<file path="src/rtl/raster_pkg.sv">
// Shared types and constants for the triangle scan path.
package raster_pkg;

   localparam int unsigned COORD_W = 9;
   localparam int unsigned FRAG_W  = 17;

   localparam int unsigned X_IDX = 2;
   localparam int unsigned Y_IDX = 1;
   localparam int unsigned Z_IDX = 0;

   typedef logic [2:0][COORD_W-1:0] vertex_t;

   typedef enum logic [2:0] {
      StIdle,
      StBbox,
      StIssue,
      StWait,
      StEmit,
      StDone
   } state_e;

   function automatic logic [COORD_W-1:0] min3(input logic [COORD_W-1:0] a,
                                                input logic [COORD_W-1:0] b,
                                                input logic [COORD_W-1:0] c);
      logic [COORD_W-1:0] m;
      m = (a < b) ? a : b;
      return (c < m) ? c : m;
   endfunction

   function automatic logic [COORD_W-1:0] max3(input logic [COORD_W-1:0] a,
                                                input logic [COORD_W-1:0] b,
                                                input logic [COORD_W-1:0] c);
      logic [COORD_W-1:0] m;
      m = (a > b) ? a : b;
      return (c > m) ? c : m;
   endfunction

endpackage

</file>
<file path="src/rtl/bbox_clip.sv">
// Bounding box of three vertices, upper corner clipped to the screen.
module bbox_clip
   import raster_pkg::*;
#(
   parameter int unsigned H_RES = 320,
   parameter int unsigned V_RES = 240
) (
   input  logic [COORD_W-1:0] x1_i,
   input  logic [COORD_W-1:0] x2_i,
   input  logic [COORD_W-1:0] x3_i,
   input  logic [COORD_W-1:0] y1_i,
   input  logic [COORD_W-1:0] y2_i,
   input  logic [COORD_W-1:0] y3_i,
   output logic [COORD_W-1:0] xmin_o,
   output logic [COORD_W-1:0] xmax_o,
   output logic [COORD_W-1:0] ymin_o,
   output logic [COORD_W-1:0] ymax_o,
   output logic               empty_o
);

   localparam logic [COORD_W-1:0] XLim = COORD_W'(H_RES - 1);
   localparam logic [COORD_W-1:0] YLim = COORD_W'(V_RES - 1);

   logic [COORD_W-1:0] xmax_raw;
   logic [COORD_W-1:0] ymax_raw;

   always_comb begin
      xmin_o   = min3(x1_i, x2_i, x3_i);
      ymin_o   = min3(y1_i, y2_i, y3_i);
      xmax_raw = max3(x1_i, x2_i, x3_i);
      ymax_raw = max3(y1_i, y2_i, y3_i);
      xmax_o   = (xmax_raw > XLim) ? XLim : xmax_raw;
      ymax_o   = (ymax_raw > YLim) ? YLim : ymax_raw;
      // A lower corner beyond the clipped upper corner means nothing is on screen.
      empty_o  = (xmin_o > xmax_o) || (ymin_o > ymax_o);
   end

endmodule

</file>
<file path="src/rtl/tri_scan.sv">
// Walks the clipped bounding box of one triangle, queries the in-triangle tester per
// pixel and streams covered pixels out as fragments.
module tri_scan
   import raster_pkg::*;
#(
   parameter int unsigned H_RES = 320,
   parameter int unsigned V_RES = 240
) (
   input  logic               clk_in,
   input  logic               rst_in,
   input  vertex_t            v1,
   input  vertex_t            v2,
   input  vertex_t            v3,
   input  logic               tri_valid,
   output logic               tri_ready,
   output vertex_t            q_v1,
   output vertex_t            q_v2,
   output vertex_t            q_v3,
   output logic [COORD_W-1:0] q_x,
   output logic [COORD_W-1:0] q_y,
   output logic               q_valid,
   input  logic               r_in_tri,
   input  logic               r_valid,
   output logic [COORD_W-1:0] pix_x,
   output logic [COORD_W-1:0] pix_y,
   output logic               pix_valid,
   input  logic               pix_ready,
   output logic [FRAG_W-1:0]  frag_count,
   output logic               done
);

   state_e state_q, state_d;

   vertex_t            v1_q, v1_d, v2_q, v2_d, v3_q, v3_d;
   logic [COORD_W-1:0] xmin_q, xmin_d, xmax_q, xmax_d;
   logic [COORD_W-1:0] ymin_q, ymin_d, ymax_q, ymax_d;
   logic [COORD_W-1:0] x_q, x_d, y_q, y_d;
   logic [FRAG_W-1:0]  frag_q, frag_d;

   logic [COORD_W-1:0] bb_xmin, bb_xmax, bb_ymin, bb_ymax;
   logic               bb_empty;
   logic               accept, advance, x_end, y_end, last_pix;

   bbox_clip #(
      .H_RES (H_RES),
      .V_RES (V_RES)
   ) u_bbox_clip (
      .x1_i    (v1_q[X_IDX]),
      .x2_i    (v2_q[X_IDX]),
      .x3_i    (v3_q[X_IDX]),
      .y1_i    (v1_q[Y_IDX]),
      .y2_i    (v2_q[Y_IDX]),
      .y3_i    (v3_q[Y_IDX]),
      .xmin_o  (bb_xmin),
      .xmax_o  (bb_xmax),
      .ymin_o  (bb_ymin),
      .ymax_o  (bb_ymax),
      .empty_o (bb_empty)
   );

   assign accept   = (state_q == StIdle) && tri_valid;
   assign x_end    = (x_q >= xmax_q);
   assign y_end    = (y_q >= ymax_q);
   assign last_pix = x_end && y_end;
   // Cursor moves on a miss verdict or once a covered pixel is taken by the writer.
   assign advance  = ((state_q == StWait) && r_valid && !r_in_tri) ||
                     ((state_q == StEmit) && pix_ready);

   always_ff @(posedge clk_in or posedge rst_in) begin
      if (rst_in) begin
         state_q <= StIdle;
      end else begin
         state_q <= state_d;
      end
   end

   always_comb begin
      state_d = state_q;
      unique case (state_q)
         StIdle:  if (tri_valid) state_d = StBbox;
         StBbox:  state_d = bb_empty ? StDone : StIssue;
         StIssue: state_d = StWait;
         StWait: begin
            if (r_valid) begin
               if (r_in_tri)      state_d = StEmit;
               else if (last_pix) state_d = StDone;
               else               state_d = StIssue;
            end
         end
         StEmit: begin
            if (pix_ready) state_d = last_pix ? StDone : StIssue;
         end
         StDone:  state_d = StIdle;
         default: state_d = StIdle;
      endcase
   end

   always_comb begin
      tri_ready = (state_q == StIdle) && !rst_in;
      q_valid   = (state_q == StIssue);
      pix_valid = (state_q == StEmit);
      done      = (state_q == StDone);
   end

   assign q_x        = x_q;
   assign q_y        = y_q;
   assign pix_x      = x_q;
   assign pix_y      = y_q;
   assign q_v1       = v1_q;
   assign q_v2       = v2_q;
   assign q_v3       = v3_q;
   assign frag_count = frag_q;

   always_comb begin
      v1_d   = v1_q;
      v2_d   = v2_q;
      v3_d   = v3_q;
      xmin_d = xmin_q;
      xmax_d = xmax_q;
      ymin_d = ymin_q;
      ymax_d = ymax_q;
      x_d    = x_q;
      y_d    = y_q;
      frag_d = frag_q;
      if (accept) begin
         v1_d   = v1;
         v2_d   = v2;
         v3_d   = v3;
         frag_d = '0;
      end
      if ((state_q == StBbox) && !bb_empty) begin
         xmin_d = bb_xmin;
         xmax_d = bb_xmax;
         ymin_d = bb_ymin;
         ymax_d = bb_ymax;
         x_d    = bb_xmin;
         y_d    = bb_ymin;
      end
      if (advance) begin
         if (!x_end) begin
            x_d = x_q + COORD_W'(1);
         end else if (!y_end) begin
            x_d = xmin_q;
            y_d = y_q + COORD_W'(1);
         end
      end
      if ((state_q == StEmit) && pix_ready) begin
         frag_d = frag_q + FRAG_W'(1);
      end
   end

   always_ff @(posedge clk_in or posedge rst_in) begin
      if (rst_in) begin
         v1_q   <= '0;
         v2_q   <= '0;
         v3_q   <= '0;
         xmin_q <= '0;
         xmax_q <= '0;
         ymin_q <= '0;
         ymax_q <= '0;
         x_q    <= '0;
         y_q    <= '0;
         frag_q <= '0;
      end else begin
         v1_q   <= v1_d;
         v2_q   <= v2_d;
         v3_q   <= v3_d;
         xmin_q <= xmin_d;
         xmax_q <= xmax_d;
         ymin_q <= ymin_d;
         ymax_q <= ymax_d;
         x_q    <= x_d;
         y_q    <= y_d;
         frag_q <= frag_d;
      end
   end

endmodule

</file>
<file path="config.mk">
export PLATFORM = sky130hd
export DESIGN_NAME = tri_scan
export DESIGN_NICKNAME = d
export VERILOG_FILES = /design/src/rtl/raster_pkg.sv /design/src/rtl/bbox_clip.sv /design/src/rtl/tri_scan.sv
export SDC_FILE = /design/constraint.sdc
export NUM_CORES = 1
export LEC_CHECK = 0
export ABC_CLOCK_PERIOD_IN_PS = 15300
export CORE_MARGIN = 2
export CORE_UTILIZATION = 50
export CTS_BUF_LIST = sky130_fd_sc_hd__clkbuf_16
export CTS_CLUSTER_DIAMETER = 120
export DETAILED_ROUTE_END_ITERATION = 10
export DONT_BUFFER_PORTS = 1
export PLACE_DENSITY_LB_ADDON = 0.3
export SLEW_MARGIN = 10
export SYNTH_ARGS = -nofsm -noshare
export SYNTH_HDL_FRONTEND = slang
export SYNTH_SLANG_ARGS = --single-unit
</file>
<file path="constraint.sdc">
create_clock -name clk_in -period 15.3 [get_ports clk_in]
set_clock_uncertainty 0.05 [all_clocks]
set_input_delay 2.295 -clock clk_in [delete_from_list [all_inputs] [get_ports clk_in]]
set_output_delay 2.295 -clock clk_in [all_outputs]
set_load 0.01 [all_outputs]
</file>
After elaboration in Yosys (flattened, before gate mapping)
Index checks and enable logic that the tools add are counted.
Widths: inputs -> output; s select.
{"block": "totals", "register_bits": 146, "latch_bits": 0, "mem_bits_rw": 0, "romBits": 0, "output_inout_bits": 138, "word_cells": 83, "mem_count": 0}
{"block": "op_classes", "n_addsub": 3, "multipliers": 0, "n_div": 0, "n_lt_le_gt_ge": 14, "eq_ne": 8, "shifts": 0, "muxes": 27, "bitwise_logic": 0, "n_reduce_logical": 15}
{"cell": "$mux 9", "n": 18}
{"cell": "$gt 9x9->1", "n": 6}
{"cell": "$lt 9x9->1", "n": 4}
{"cell": "$mux 17", "n": 2}
{"cell": "$add 9x1->9 const B", "n": 2}
{"cell": "$ge 9x9->1", "n": 2}
{"cell": "$mux 3", "n": 6}
{"cell": "$add 17x1->17 const B", "n": 1}
{"cell": "$pmux 3 s5", "n": 1}
{"cell": "$gt 9x8->1 const B", "n": 1}
{"cell": "$gt 9x9->1 const B", "n": 1}
{"cell": "$logic_and 1x1->1", "n": 7}
{"cell": "$eq 3x2->1 const B", "n": 2}
{"cell": "$eq 3x3->1 const B", "n": 2}
{"cell": "$ne 2x2->1 const B", "n": 2}
{"cell": "$eq 3x1->1 const B", "n": 1}
{"cell": "$logic_not 1->1", "n": 3}
{"cell": "$logic_not 3->1", "n": 1}
{"cell": "$reduce_and 3->1", "n": 1}
{"cell": "$logic_or 1x1->1", "n": 2}
{"cell": "$ne 2x1->1 const B", "n": 1}
{"cell": "$reduce_bool 2->1", "n": 1}

Depth between registers and ports, before layout
{"block": "depth", "depth_word": 14, "mapped_depth": 29, "depth_no_buf": 25}

Cells and area by module
Synthesis repeated with hierarchy kept, for this count alone.
{"block": "hier_totals", "hier_cells": 1124, "area_unflattened_um2": 9561.7}
{"mod": "tri_scan", "n_inst": 1, "cells_each": 761, "area_each_um2": 6740.2}
{"mod": "bbox_clip", "n_inst": 1, "cells_each": 363, "area_each_um2": 2821.5}

Worst setup path after synthesis
No wires, ideal clock.
{"block": "synth_timing", "kind": "register to register", "from": "reg v2_q, in the netlist q_v2[13]", "to": "reg y_q[0], in the netlist pix_y[0]", "setup_time_ns": 0.132, "arrival_time_ns": 5.471, "t_required_ns": 15.118, "path_slack_ns": 9.647, "stages_incl_launch_ff": 27, "path_buffers": 4, "synth_period_minus_slack_ns": 5.653, "cell_sequence": "dfrtp_1 > inv_1 > ha_1 > a21oi_2 > o21ai_2 > a2111oi_4 > a21oi_2 > buf_6 > mux2i_1 > ha_1 > a211oi_1 > nand2_1 > o31a_1 > o31ai_2 > nor2_1 > a211o_2 > a211o_1 > ha_1 > nand2_1 > a211oi_1 > o221ai_1 > a21oi_1 > nand2b_1 > clkbuf_1 > buf_2 > clkbuf_1 > o21ai_1"}
{"block": "synth_between", "elab_chain_len": 14, "word_cells_on_any_way": 18, "classes_between": "6 x order compare; 9 x mux; 3 x reduce/logical"}
{"element": "start, declared", "line": "tri_scan.sv:34", "text": "vertex_t v1_q, v1_d, v2_q, v2_d, v3_q, v3_d;"}
{"element": "start signal, assigned", "line": "tri_scan.sv:166", "text": "v2_q <= v2_d;"}
{"element": "$gt 9x9->1", "line": "raster_pkg.sv:34", "text": "m = (a > b) ? a : b;"}
{"element": "$mux 9", "line": "raster_pkg.sv:34"}
{"element": "$gt 9x9->1", "line": "raster_pkg.sv:35", "text": "return (c > m) ? c : m;"}
{"element": "$mux 9", "line": "raster_pkg.sv:35"}
{"element": "$gt 9x8->1", "line": "bbox_clip.sv:33", "text": "ymax_o = (ymax_raw > YLim) ? YLim : ymax_raw;"}
{"element": "$mux 9", "line": "bbox_clip.sv:33"}
{"element": "$gt 9x9->1", "line": "bbox_clip.sv:35", "text": "empty_o = (xmin_o > xmax_o) || (ymin_o > ymax_o);"}
{"element": "$logic_or 1x1->1", "line": "bbox_clip.sv:35"}
{"element": "$logic_not 1->1", "line": "tri_scan.sv:131", "text": "if ((state_q == StBbox) && !bb_empty) begin"}
{"element": "$logic_and 1x1->1", "line": "tri_scan.sv:131"}
{"element": "$mux 9 *", "line": "tri_scan.sv:131"}
{"element": "$mux 9", "line": "tri_scan.sv:142", "text": "end else if (!y_end) begin"}
{"element": "$mux 9", "line": "tri_scan.sv:140", "text": "if (!x_end) begin"}
{"element": "$mux 9 *", "line": "tri_scan.sv:139", "text": "if (advance) begin"}
{"element": "via y_d[0]", "line": "tri_scan.sv:37", "text": "logic [COORD_W-1:0] x_q, x_d, y_q, y_d;"}
{"element": "end signal, assigned", "line": "tri_scan.sv:173", "text": "y_q <= y_d;"}
{"element": "end, declared", "line": "tri_scan.sv:37"}
The timed path passes the listed nets; every way through them passes the cells marked *.
A chain may end at the register's enable or synchronous reset.

Worst setup path after layout
{"block": "layout_timing", "from": "reg v2_q, in the netlist q_v2[21]", "to": "reg y_q[2], in the netlist pix_y[2]"}
{"block": "layout_between", "elab_chain_len": 14, "word_cells_on_any_way": 18, "classes_between": "6 x order compare; 9 x mux; 3 x reduce/logical"}
{"element": "$gt 9x9->1", "line": "raster_pkg.sv:34"}
{"element": "$mux 9", "line": "raster_pkg.sv:34"}
{"element": "$gt 9x9->1", "line": "raster_pkg.sv:35"}
{"element": "$mux 9", "line": "raster_pkg.sv:35"}
{"element": "$gt 9x9->1", "line": "bbox_clip.sv:32", "text": "xmax_o = (xmax_raw > XLim) ? XLim : xmax_raw;"}
{"element": "$mux 9", "line": "bbox_clip.sv:32"}
{"element": "$gt 9x9->1 *", "line": "bbox_clip.sv:35"}
{"element": "$logic_or 1x1->1 *", "line": "bbox_clip.sv:35"}
{"element": "$logic_not 1->1 *", "line": "tri_scan.sv:131"}
{"element": "$logic_and 1x1->1 *", "line": "tri_scan.sv:131"}
{"element": "$mux 9 *", "line": "tri_scan.sv:131"}
{"element": "$mux 9", "line": "tri_scan.sv:142"}
{"element": "$mux 9", "line": "tri_scan.sv:140"}
{"element": "$mux 9 *", "line": "tri_scan.sv:139"}
{"element": "via y_d[2]", "line": "tri_scan.sv:37"}
Marks and branches as above.

==> metrics.txt <==
status finished clean; Setup TNS 0 ns; Die ar. 19,840 um^2; largest family of logic cells by synthesized area simple AND/OR/NAND/NOR gates; Via density 5.771; Syn. warnings 0; initial antenna violation count 0; row count 50; Final #Nets 1,234; critical path's slowest cell a21oi_1; Adder-Cell Fraction of Synth Area 12.16%; final wirelength 23.89 mm; Post-synth EDFFs 0; Top Family by Delay on Critical Path compound AO/OA/AOI/OAI gates; fmax 132.7 MHz; routability cong. 0.9078; fin crit share 49.27%; worst skew pair latency 0.43 ns; cell count after synthesis 1,092; number of global-route vias before repair 7,200; worst-margin pin slew 1.052 ns; ANT nets after route 0; drt wl/cell 18.34 um; I/O Buffers 0; largest net degree at the start of global routing 105; TritonCTS buffer count 17; clk buf depth 2; crit path buf inv count 2; htree depth 4; async set-or-reset flop fraction in the synthesized netlist 100.0%; worst endpoint data arrival time 7.79 ns; die height 140.8 um; Vias 7,520; gr usage total 24.38%; drt drc 0; post-synth top area cell dfrtp_1; CTS Sinks 146; Yosys cell types 69; CP Class flop to flop; CP Max Fanout 17; Root Driver clkbuf_16; setup violators final 0; Synth area leaders dfrtp_1 39%, ha_1 12%, nand2_1 10%; critical path data required time 15.55 ns; DIE WIDTH 140.8 um; Synth-to-Final Area Change 6.508%; grt ovf 0; area post-placement 9387 um^2; ys flop type dfrtp_1; Fin. Hold Viols 0; Yosys reg bits 146; Syn Std Cell Area 9363 um^2; Min-Delay Path Class flop to flop; Yosys top cell area share 39.02%; share of the yosys chip area belonging to registers 39.02%; Compound-Gate Fraction of Synth Area 17.15%; CTS tree done; slowest stage delay, CP 0.77 ns; fin crit period 7.538 ns; Core ar. 18,520 um^2; CP endpoint kind flop; startpoint types flop; post-synthesis mux area share 4.597%; hold_buf cts 0; max_cap viols 0; Mean Syn Cell Area 8.574 um^2; XOR/XNOR Fraction of Synth Area 0.6548%; share of layout cells above drive strength 1 7.484%; Rel. slew slack 29.85%; I/O Pins 225; unrepaired setup endpoints after global routing false; crit-path most repeated cell ha_1; hpwl dp 17.57 mm; fin. max-slew vios 0; Final Cell Area 9972 um^2; Syn Nets 1,270; simple-gate share of the synthesized area 20.39%; ANT cells 0; Initial Util 50.56%; initial DRC count 525; setup repair bufs after CTS 0; first-pass GRT wire length 38.36 mm; TritonRoute pass-1 iters 5; CTS clk-pin slew, worst paths 0.06 ns; post-cts sizing count 0
routing by layer:
layer,up-vias,share of wire (%),track usage [%]
met2,277,43,36.94
met3,27,8.0,6.997
li1,3702,-,-
met4,0,1.3,6.842
met5,-,0,0
met1,3514,48,34.34
placed cells by master (no fill, tap or decap), types with 8 or more instances in the layout:
cell type,Yosys,routed
a211o_1,9,9
a211oi_1,13,13
a21o_1,10,10
a21oi_1,56,56
a21oi_2,10,10
and3_1,13,13
buf_4,19,8
clkbuf_16,0,17
dfrtp_1,146,146
ha_1,91,91
inv_1,59,60
mux2i_1,31,31
nand2_1,261,260
nand2b_1,8,8
nand3_1,23,23
nand4_1,21,21
nor2_1,83,83
nor3_1,9,9
o21a_1,10,10
o21ai_0,60,60
o21ai_1,8,8
o22ai_1,12,12
state kept, by name, indices dropped and copies added (netlist names), 9 cells and up:
name / cells
pix_x: 9
pix_y: 9
xmin_q: 9
frag_count: 17
ymax_q: 9
q_v1: 27
q_v3: 27
xmax_q: 9
q_v2: 27
logic make-up after synthesis:
| family | after synthesis |
|---|---|
| AOI/OAI and AO/OA | 240 |
| xor gates and xnor gates | 7 |
| DFF | 146 |
| muxes | 40 |
| adders and majority gates | 91 |
| buffers and inverters | 122 |
| and+or+nand+nor | 445 |
| other | 1 |
Yosys cell counts (9+ instances only):
cell      number
a21oi_1       56
buf_4         19
nand4_1       21
dfrtp_1      146
nand3_1       23
nor3_1         9
a21oi_2       10
mux2i_1       31
a21o_1        10
ha_1          91
nor2_1        83
o21ai_0       60
a211o_1        9
inv_1         59
o22ai_1       12
and3_1        13
clkbuf_1      32
a211oi_1      13
o21a_1        10
nand2_1      261
final timing paths:
kind,startpoint,end,slack (ns),cells past startpoint
max,q_v2[21],pix_y[2],7.76,25
min,xmin_q[8],xmin_q[8],0.43,1
max reg2reg,q_v2[21],pix_y[2],7.76,25
min reg2reg,xmin_q[8],xmin_q[8],0.43,1
max in group asynchronous,rst_in,xmin_q[8],12.15,2
min in group asynchronous,rst_in,q_v1[8],1.83,1
metrics by stage:
step	hold WS, ns	worst slack [ns]	utilization (%)	cells
finish	0.4267	7.762	53.85	1303
global route	0.4518	7.089	53.85	1303
CTS	0.4303	7.768	53.85	1303
detailed placement	0.4154	7.802	50.69	1271
global placement	0.4098	8.153	50.69	1271
floorplan	0.3968	9.032	-	1092
worst reg2reg max path: stages, from the launching register on:
cell and delay [ns]:
dfrtp_1 0.44, inv_1 0.09, ha_1 0.31, a21oi_1 0.18, a211oi_1 0.11, a211oi_2 0.25, a21o_1 0.42, mux2i_1 0.29
ha_1 0.27, a211oi_1 0.24, o21ai_0 0.13, o22ai_1 0.25, a21o_1 0.43, o311ai_0 0.29, a21oi_1 0.77, nor2_1 0.13
ha_1 0.33, nand4_1 0.11, or3_1 0.38, o211ai_1 0.11, and4bb_2 0.27, nor2b_1 0.64, buf_4 0.30, nor2_1 0.15
o21a_1 0.23, a211o_1 0.27
area by class of cell:
cell class	instances	area [um^2]
inverter	59	226.5
multi-input combinational	824	5154
clock inverter	15	160.2
tap	234	292.8
sequential	146	3654
clock buffer	17	425.4
fill	1701	8546
timing repair buffer	8	60.06
Power is left out: the tool's default activity adds up to more than one toggle a clock period on the data nets, which glitch-free logic cannot reach.
